===== src/rtl/shift_link_ctrl_if.sv =====
// Handshake and strobe bundle between a word producer and the shift-link sequencer.
interface shift_link_ctrl_if #(
    parameter int WIDTH = 8
);
    logic             abort;
    logic             in_valid;
    logic [WIDTH-1:0] in_data;
    logic             in_ready;
    logic [WIDTH-1:0] piso_data;
    logic             piso_shift_load;
    logic             sipo_reset;
    logic             sipo_latch;
    logic             busy;
    logic             word_done;
    logic [15:0]      word_count;

    modport master (
        output abort, in_valid, in_data,
        input  in_ready, piso_data, piso_shift_load, sipo_reset, sipo_latch,
               busy, word_done, word_count
    );

    modport slave (
        input  abort, in_valid, in_data,
        output in_ready, piso_data, piso_shift_load, sipo_reset, sipo_latch,
               busy, word_done, word_count
    );
endinterface


===== src/rtl/shift_link_ctrl.sv =====
// Sequences one PISO/SIPO pair as a single-word serial link: accept, load, shift WIDTH
// clocks, latch, optional idle gap.
module shift_link_ctrl #(
    parameter int WIDTH      = 8,
    parameter int GAP_CYCLES = 0
) (
    input  logic              clk,
    input  logic              reset_n,
    shift_link_ctrl_if.slave  link
);
    localparam int          CW       = $clog2(WIDTH) + 1;
    localparam logic [CW-1:0] SHIFT_LAST = CW'(WIDTH - 1);
    localparam logic [7:0]  GAP_LAST = 8'((GAP_CYCLES > 0) ? GAP_CYCLES - 1 : 0);

    localparam logic [2:0] ST_IDLE  = 3'd0;
    localparam logic [2:0] ST_LOAD  = 3'd1;
    localparam logic [2:0] ST_SHIFT = 3'd2;
    localparam logic [2:0] ST_LATCH = 3'd3;
    localparam logic [2:0] ST_GAP   = 3'd4;

    logic [2:0]       state_q, state_d;
    logic [CW-1:0]    shift_cnt_q, shift_cnt_d;
    logic [7:0]       gap_cnt_q, gap_cnt_d;
    logic [WIDTH-1:0] piso_data_q;
    logic             in_ready_q;
    logic             busy_q;
    logic             load_q;
    logic             sipo_reset_q;
    logic             latch_q;
    logic             done_q;
    logic [15:0]      word_count_q;
    logic             accept;

    // Abort in IDLE wins over a pending word: nothing is taken.
    assign accept = (state_q == ST_IDLE) && link.in_valid && !link.abort;

    always_comb begin
        state_d     = state_q;
        shift_cnt_d = shift_cnt_q;
        gap_cnt_d   = gap_cnt_q;
        case (state_q)
            ST_IDLE: begin
                if (accept) state_d = ST_LOAD;
            end
            ST_LOAD: begin
                state_d     = ST_SHIFT;
                shift_cnt_d = '0;
            end
            ST_SHIFT: begin
                if (shift_cnt_q == SHIFT_LAST) state_d = ST_LATCH;
                else shift_cnt_d = shift_cnt_q + CW'(1);
            end
            ST_LATCH: begin
                state_d   = (GAP_CYCLES == 0) ? ST_IDLE : ST_GAP;
                gap_cnt_d = '0;
            end
            ST_GAP: begin
                if (gap_cnt_q == GAP_LAST) state_d = ST_IDLE;
                else gap_cnt_d = gap_cnt_q + 8'd1;
            end
            default: state_d = ST_IDLE;
        endcase
        if (link.abort && (state_q != ST_IDLE)) state_d = ST_IDLE;
    end

    // Outputs are registered images of the next state, so each strobe lines up with its state.
    always_ff @(posedge clk or negedge reset_n) begin
        if (!reset_n) begin
            state_q      <= ST_IDLE;
            shift_cnt_q  <= '0;
            gap_cnt_q    <= '0;
            piso_data_q  <= '0;
            in_ready_q   <= 1'b1;
            busy_q       <= 1'b0;
            load_q       <= 1'b0;
            sipo_reset_q <= 1'b0;
            latch_q      <= 1'b0;
            done_q       <= 1'b0;
            word_count_q <= '0;
        end else begin
            state_q      <= state_d;
            shift_cnt_q  <= shift_cnt_d;
            gap_cnt_q    <= gap_cnt_d;
            if (accept) piso_data_q <= link.in_data;
            in_ready_q   <= (state_d == ST_IDLE);
            busy_q       <= (state_d != ST_IDLE);
            load_q       <= (state_d == ST_LOAD);
            sipo_reset_q <= (state_d == ST_LOAD);
            latch_q      <= (state_d == ST_LATCH);
            done_q       <= (state_d == ST_LATCH);
            if (state_d == ST_LATCH) word_count_q <= word_count_q + 16'd1;
        end
    end

    assign link.in_ready        = in_ready_q;
    assign link.busy            = busy_q;
    assign link.piso_data       = piso_data_q;
    assign link.piso_shift_load = load_q;
    assign link.sipo_reset      = sipo_reset_q;
    assign link.sipo_latch      = latch_q;
    assign link.word_done       = done_q;
    assign link.word_count      = word_count_q;
endmodule


===== src/flat_wrapper.sv =====
// flat-port wrapper written by rule: the top's interface ports become plain ports
module shift_link_ctrl_flat 
#(
    parameter int WIDTH      = 8,
    parameter int GAP_CYCLES = 0
)
  (clk, reset_n, link_abort, link_in_valid, link_in_data, link_in_ready, link_piso_data, link_piso_shift_load, link_sipo_reset, link_sipo_latch, link_busy, link_word_done, link_word_count);
  shift_link_ctrl_if #(.WIDTH(WIDTH)) link_i ();
  input  logic clk;
  input  logic reset_n;
  input wire logic [$bits(link_i.abort)-1:0] link_abort;
  input wire logic [$bits(link_i.in_valid)-1:0] link_in_valid;
  input wire logic [$bits(link_i.in_data)-1:0] link_in_data;
  output wire logic [$bits(link_i.in_ready)-1:0] link_in_ready;
  output wire logic [$bits(link_i.piso_data)-1:0] link_piso_data;
  output wire logic [$bits(link_i.piso_shift_load)-1:0] link_piso_shift_load;
  output wire logic [$bits(link_i.sipo_reset)-1:0] link_sipo_reset;
  output wire logic [$bits(link_i.sipo_latch)-1:0] link_sipo_latch;
  output wire logic [$bits(link_i.busy)-1:0] link_busy;
  output wire logic [$bits(link_i.word_done)-1:0] link_word_done;
  output wire logic [$bits(link_i.word_count)-1:0] link_word_count;
  assign link_i.abort = link_abort;
  assign link_i.in_valid = link_in_valid;
  assign link_i.in_data = link_in_data;
  assign link_in_ready = link_i.in_ready;
  assign link_piso_data = link_i.piso_data;
  assign link_piso_shift_load = link_i.piso_shift_load;
  assign link_sipo_reset = link_i.sipo_reset;
  assign link_sipo_latch = link_i.sipo_latch;
  assign link_busy = link_i.busy;
  assign link_word_done = link_i.word_done;
  assign link_word_count = link_i.word_count;
  shift_link_ctrl #(.WIDTH(WIDTH), .GAP_CYCLES(GAP_CYCLES)) u_core (.clk(clk), .reset_n(reset_n), .link(link_i));
endmodule

===== config.mk =====
export PLATFORM = sky130hd
export DESIGN_NAME = shift_link_ctrl_flat
export DESIGN_NICKNAME = d
export VERILOG_FILES = /design/src/rtl/shift_link_ctrl_if.sv /design/src/rtl/shift_link_ctrl.sv /design/src/flat_wrapper.sv
export SDC_FILE = /design/constraint.sdc
export NUM_CORES = 1
export LEC_CHECK = 0
export CAP_MARGIN = 20
export CORE_ASPECT_RATIO = 0.9
export CORE_MARGIN = 8
export CORE_UTILIZATION = 51
export CTS_BUF_LIST = sky130_fd_sc_hd__clkbuf_16
export CTS_CLUSTER_DIAMETER = 60
export DETAILED_ROUTE_END_ITERATION = 10
export PLACE_DENSITY = 0.79
export SYNTH_ARGS = -nofsm -noshare
export SYNTH_HDL_FRONTEND = slang
export SYNTH_SLANG_ARGS = --single-unit

===== constraint.sdc =====
create_clock -name clk -period 2.15 [get_ports clk]
set_input_delay 0.215 -clock clk [delete_from_list [all_inputs] [get_ports clk]]
set_output_delay 0.215 -clock clk [all_outputs]
set_load 0.005 [all_outputs]

After elaboration in Yosys (flattened, before gate mapping)

Index checks and enable logic that the tools add are counted.

Register bits: 43
Latch bits: 0
Bits in writable memories: 0
ROM bits: 0
Bits of input ports: 12
Output and inout bits: 30
Logic and storage cells: 43
Memories: 0

$add $sub $neg: 3
$mul: 0
Divide/modulo/power cells: 0
Order comparisons: 0
Equal/unequal tests: 9
Shift operators: 0
Muxes and demuxes: 9
Bitwise operators: 0
Reduce and logical (&&, ||, !) cells: 13

Operator list:

| cell                    | count |
|---|---|
| $add A16 B1 Y16 const B | 1 |
| $pmux W8 S2             | 1 |
| $mux W3                 | 4 |
| $pmux W3 S4             | 1 |
| $eq A3 B2 Y1 const B    | 3 |
| $add A8 B1 Y8 const B   | 1 |
| $logic_not A8 Y1        | 1 |
| $mux W8                 | 1 |
| $pmux W4 S2             | 1 |
| $eq A3 B1 Y1 const B    | 2 |
| $logic_not A3 Y1        | 2 |
| $reduce_bool A3 Y1      | 2 |
| $add A4 B1 Y4 const B   | 1 |
| $eq A4 B3 Y1 const B    | 1 |
| $mux W4                 | 1 |
| $ne A2 B2 Y1 const B    | 2 |
| $reduce_and A2 Y1       | 2 |
| $reduce_bool A2 Y1      | 2 |
| $eq A3 B3 Y1 const B    | 1 |
| $logic_and A1 B1 Y1     | 3 |
| $logic_not A1 Y1        | 1 |

Depth between registers and ports, before layout

Word-level depth: 7
Mapped depth: 7
Gate-level depth less buffers: 6

Worst setup path after synthesis

OpenSTA, ideal clock, no wires.

Kind: register to register
From: reg u_core.state_q[2]
To: reg u_core.word_count_q[8], in the netlist u_core.link.word_count[8]
Library setup time: 0.080 ns
Arrival: 1.758 ns
Path slack: 0.312 ns
Cell stages (with the launch flop): 7
Path buffers: 2
Clock period less this slack: 1.838 ns
Cell sequence: dfrtp_1 or2_1 or3_1 buf_2 buf_4 a211oi_1 xnor2_1

Longest elaborated chain between the ends: 7
Elaborated cells on any way between the ends: 14

RTL lines:

| what                              | line                                         | source |
|---|---|---|
| start, declared                   | shift_link_ctrl.sv:21                        | `logic [2:0] state_q, state_d;` |
| start signal, assigned            | shift_link_ctrl.sv:81                        | `state_q <= state_d;` |
| $logic_not A3 Y1                  | shift_link_ctrl.sv:35, shift_link_ctrl.sv:41 |  |
| $logic_and A1 B1 Y1 (2 in series) | shift_link_ctrl.sv:35                        | `assign accept = (state_q == ST_IDLE) && link.in_valid && !link.abort;` |
| $mux W3                           | shift_link_ctrl.sv:43                        | `if (accept) state_d = ST_LOAD;` |
| $pmux W3 S4                       | shift_link_ctrl.sv:41                        | `case (state_q)` |
| $mux W3 *                         | shift_link_ctrl.sv:63                        | `if (link.abort && (state_q != ST_IDLE)) state_d = ST_IDLE;` |
| $eq A3 B2 Y1 *                    | shift_link_ctrl.sv:91                        | `if (state_d == ST_LATCH) word_count_q <= word_count_q + 16'd1;` |
| end signal, assigned              | shift_link_ctrl.sv:91                        |  |
| end, declared                     | shift_link_ctrl.sv:31                        | `logic [15:0] word_count_q;` |

Every way passes the cells marked *; elsewhere a longest branch is shown, timed or not.
A chain may end at the register's enable or synchronous reset.

Worst setup path in the final report

From: reg u_core.state_q[0]
To: reg u_core.word_count_q[13], in the netlist u_core.link.word_count[13]

The elaborated chain is that of the path after synthesis.

==> qor.yml <==
outcome:
  outcome: "finished, final reports clean"
floorplan:
  fp.dieW_um: 83.4
  start_util_pct: 52.2
  die_area_um2: 6390
  rows: 22
  fp.coreArea_um2: 3990
  dieHeight_um: 76.7
  io_pins: 42
detailed_routing:
  wl_met2_um: 2150
  wl_met3_um: 159
  via_count: 1595
  via_per_inst: 5.62
  drt_pre_antenna_iters: 4
  drc: 0
  routed_wl_um: 4400
  wl_met1_um: 1990
  drtIter0Drc: 87
  ant_nets: 0
  top_layer: "met4"
  wire_per_inst_um: 15.5
critical_path:
  crit_path_end_kind: "register"
  cp.arrival_ns: 2.12
  critPathSlowestCell: "dfrtp_1"
  r2r_cells: 4
  path_depth: 4
  startpoint_type: "register"
  critical_path.startpoint: "u_core.state_q[0]$_DFF_PN0_"
  reg2reg_slack_ns: 0.23
  crit_buf_inv: 0
  cpPeakStageDelay_ns: 0.46
  required_ns: 2.35
  path_cells: "or2_1, or3_4, a2111oi_2, xor2_1"
  r2r-start: "u_core.state_q[0]$_DFF_PN0_"
  path_class: "register to register"
  cp_top_family: "simple AND/OR/NAND/NOR gates"
  cp_max_fo: 9
  reg2reg_to: "u_core.link.word_count[13]$_DFFE_PN0N_"
power_and_ir_drop:
  irDropWorstVdd_mv: 0.437
  internal_power_uw: 1600
  switching_share_pct: 22.7
  share_comb_of_total_power_pct: 13.6
  seqPwrFrac_pct: 45.3
  power_density_nw_per_um2: 748
  p_switching_uw: 470
  leakage_uw: 0.00118
  power_frac_clock_pct: 41.1
sta:
  rsz0062_at_grt: "no"
  fin_skew_ns: 0.00707
  slew_headroom_pct: 73.5
  drv_slew: 0
  timing.final.hold_violations: 0
  finalSetupTns_ns: 0
  finalCriticalPeriod_ns: 1.92
  period_share_pct: 89.2
  max_freq_ghz: 0.522
  worst_slew_pin_slew_ns: 0.397
  setup_viol: 0
yosys:
  async_flop_share_pct: 100
  synth.distinct_cells: 45
  yosysSeqAreaShare_pct: 51.7
  synth_edf_count: 0
  ys.warnings.count: 0
  avgSynthCellArea_um2: 11.3
  ys_seq_elements: 43
  ys.flop_type: "dfrtp_1"
  syn-cell-area_um2: 2080
  synth_nets: 200
  synthCells: 184
place:
  dp_hpwl_um: 3250
  placed_cell_area_um2: 2580
  place_congestion: 0.813
  place.port_buffers: 41
clock_tree:
  clk_pin_slew_ns: 0.06
  clock-sinks: 43
  cts_made_buffers: 5
  cts_tree: "yes"
  clockRootBuffer: "clkbuf_16"
  cts_max_path_buffers: 2
  h-tree-depth: 2
  clkLatencyLatePin_ns: 0.28
cells_and_area:
  drive_above_1_share_pct: 14.4
  layout_commonest_cell: "dfrtp_1"
  diodes: 0
  stdcell_area_um2: 2770
  final_nets: 251
  area_growth_pct: 32.7
  layout_common_cells: "dfrtp_1, clkdlybuf4s50_1, nand3_1, xor2_1, buf_4"
  fin_util_pct: 69.3
flow_run:
  drv_cap: 0
grt:
  gr-total-overflow: 0
  grt_antenna_before_repair: 0
  grt.total_usage_pct: 14.5
  grt_pass1_wl_um: 7740
  grt_max_degree: 20
  grt_pass1_vias: 1659
min_path:
  hp-class: "primary input to async pin"
-- worst max-delay path by stage --
| stage | endpoint | slack (ns) |
|---|---|---|
| final | u_core.link.word_count[13]$_DFFE_PN0N_ | 0.23 |
| after floorplan | u_core.link.word_count[8]$_DFFE_PN0N_ | 0.31 |
| after CTS | u_core.link.word_count[13]$_DFFE_PN0N_ | 0.08 |
| after detailed placement | u_core.link.word_count[15]$_DFFE_PN0N_ | 0.10 |
| after global placement | u_core.link.word_count[15]$_DFFE_PN0N_ | 0.15 |
| after global routing | u_core.link.word_count[15]$_DFFE_PN0N_ | 0.12 |
-- per-stage QoR --
stage	cells	power (µW)	setup slack (ns)	hold slack, ns
5_1_grt	284	2160	0.116	0.447
2_1_floorplan	184	1060	0.312	-0.0806
3_5_place_dp	275	1230	0.102	0.170
3_3_place_gp	275	1220	0.147	0.160
4_1_cts	284	2080	0.0756	0.396
6_report	284	2070	0.233	0.402
-- cells in the mapped netlist, types with 3 or more instances --
cell type | number | area [µm²]
nand4_1 | 5 | 31.3
xor2_1 | 12 | 105
nand3_1 | 12 | 60.1
clkbuf_1 | 3 | 11.3
a21oi_1 | 6 | 30.0
nand2b_1 | 3 | 18.8
a2111oi_2 | 7 | 105
inv_1 | 9 | 33.8
nor2_1 | 5 | 18.8
nand2_1 | 8 | 30.0
o21ai_0 | 9 | 45.0
mux2_1 | 8 | 90.1
ha_1 | 4 | 50.1
nor3_1 | 4 | 20.0
dfrtp_1 | 42 | 1050
buf_4 | 4 | 30.0
xnor2_1 | 6 | 52.6
-- repair_timing --
action	in CTS	in global routing
endpoints found under the hold margin	16	0
resized for setup	0	1
setup endpoints to repair	0	4
hold buffers	1	0
setup buffers	0	0
-- state kept, by name, summed over array words and instances, names as in the netlist --
| register | count |
|---|---|
| u_core.shift_cnt_q | 4 |
| u_core.link.sipo_latch | 1 |
| u_core.link.word_count | 16 |
| u_core.link.in_ready | 1 |
| u_core.link.piso_shift_load | 1 |
| u_core.gap_cnt_q | 8 |
| u_core.link.busy | 1 |
| u_core.state_q | 3 |
| u_core.link.piso_data | 8 |
-- routing by layer --
layer  GRT usage [%]  vias to the layer above
li1                -                      766
met2            23.0                       26
met4            6.67                        0
met1            18.1                      796
met5               0                        -
met3            3.80                        7
-- power by group through the flow --
| stage | Combinational, µW | Clock, µW | Sequential (µW) |
|---|---|---|---|
| global placement | 275 | 0 | 948 |
| finish | 281 | 850 | 938 |
| global route | 310 | 897 | 951 |
| detailed placement | 281 | 0 | 952 |
| floorplan | 115 | 0 | 943 |
| CTS | 285 | 861 | 938 |
-- kinds of logic (layout without fill, tap and decap cells) --
| kind of cell | count (synthesis) | count (layout) | share of synthesized area (%) |
|---|---|---|---|
| AND/OR/NAND/NOR | 57 | 57 | 15.7 |
| flip-flops | 43 | 43 | 51.7 |
| AO/OA/AOI/OAI | 33 | 33 | 12.8 |
| XOR/XNOR | 18 | 18 | 7.56 |
| buffers and inverters | 18 | 70 | 4.08 |
| multiplexers | 11 | 11 | 5.82 |
| adder cells (fa/ha/maj) | 4 | 4 | 2.40 |
-- worst reg2reg max path, delay by kind of cell (launching register included) --
| family | cells | cell delay, ns |
|---|---|---|
| compound gates | 1 | 0.44 |
| xor+xnor | 1 | 0.17 |
| flops | 1 | 0.46 |
| simple gates | 2 | 0.76 |
-- layout make-up --
cell class                      count  area [µm²]
Timing Repair Buffer               53         498
Fill cell                         323        1230
Clock inverter                      3        43.8
Multi-Input combinational cell    123         927
Tap cell                           48        60.1
Inverter                            9        33.8
Sequential cell                    43        1080
Clock buffer                        5         125
Power figures use the tool's default switching activity.
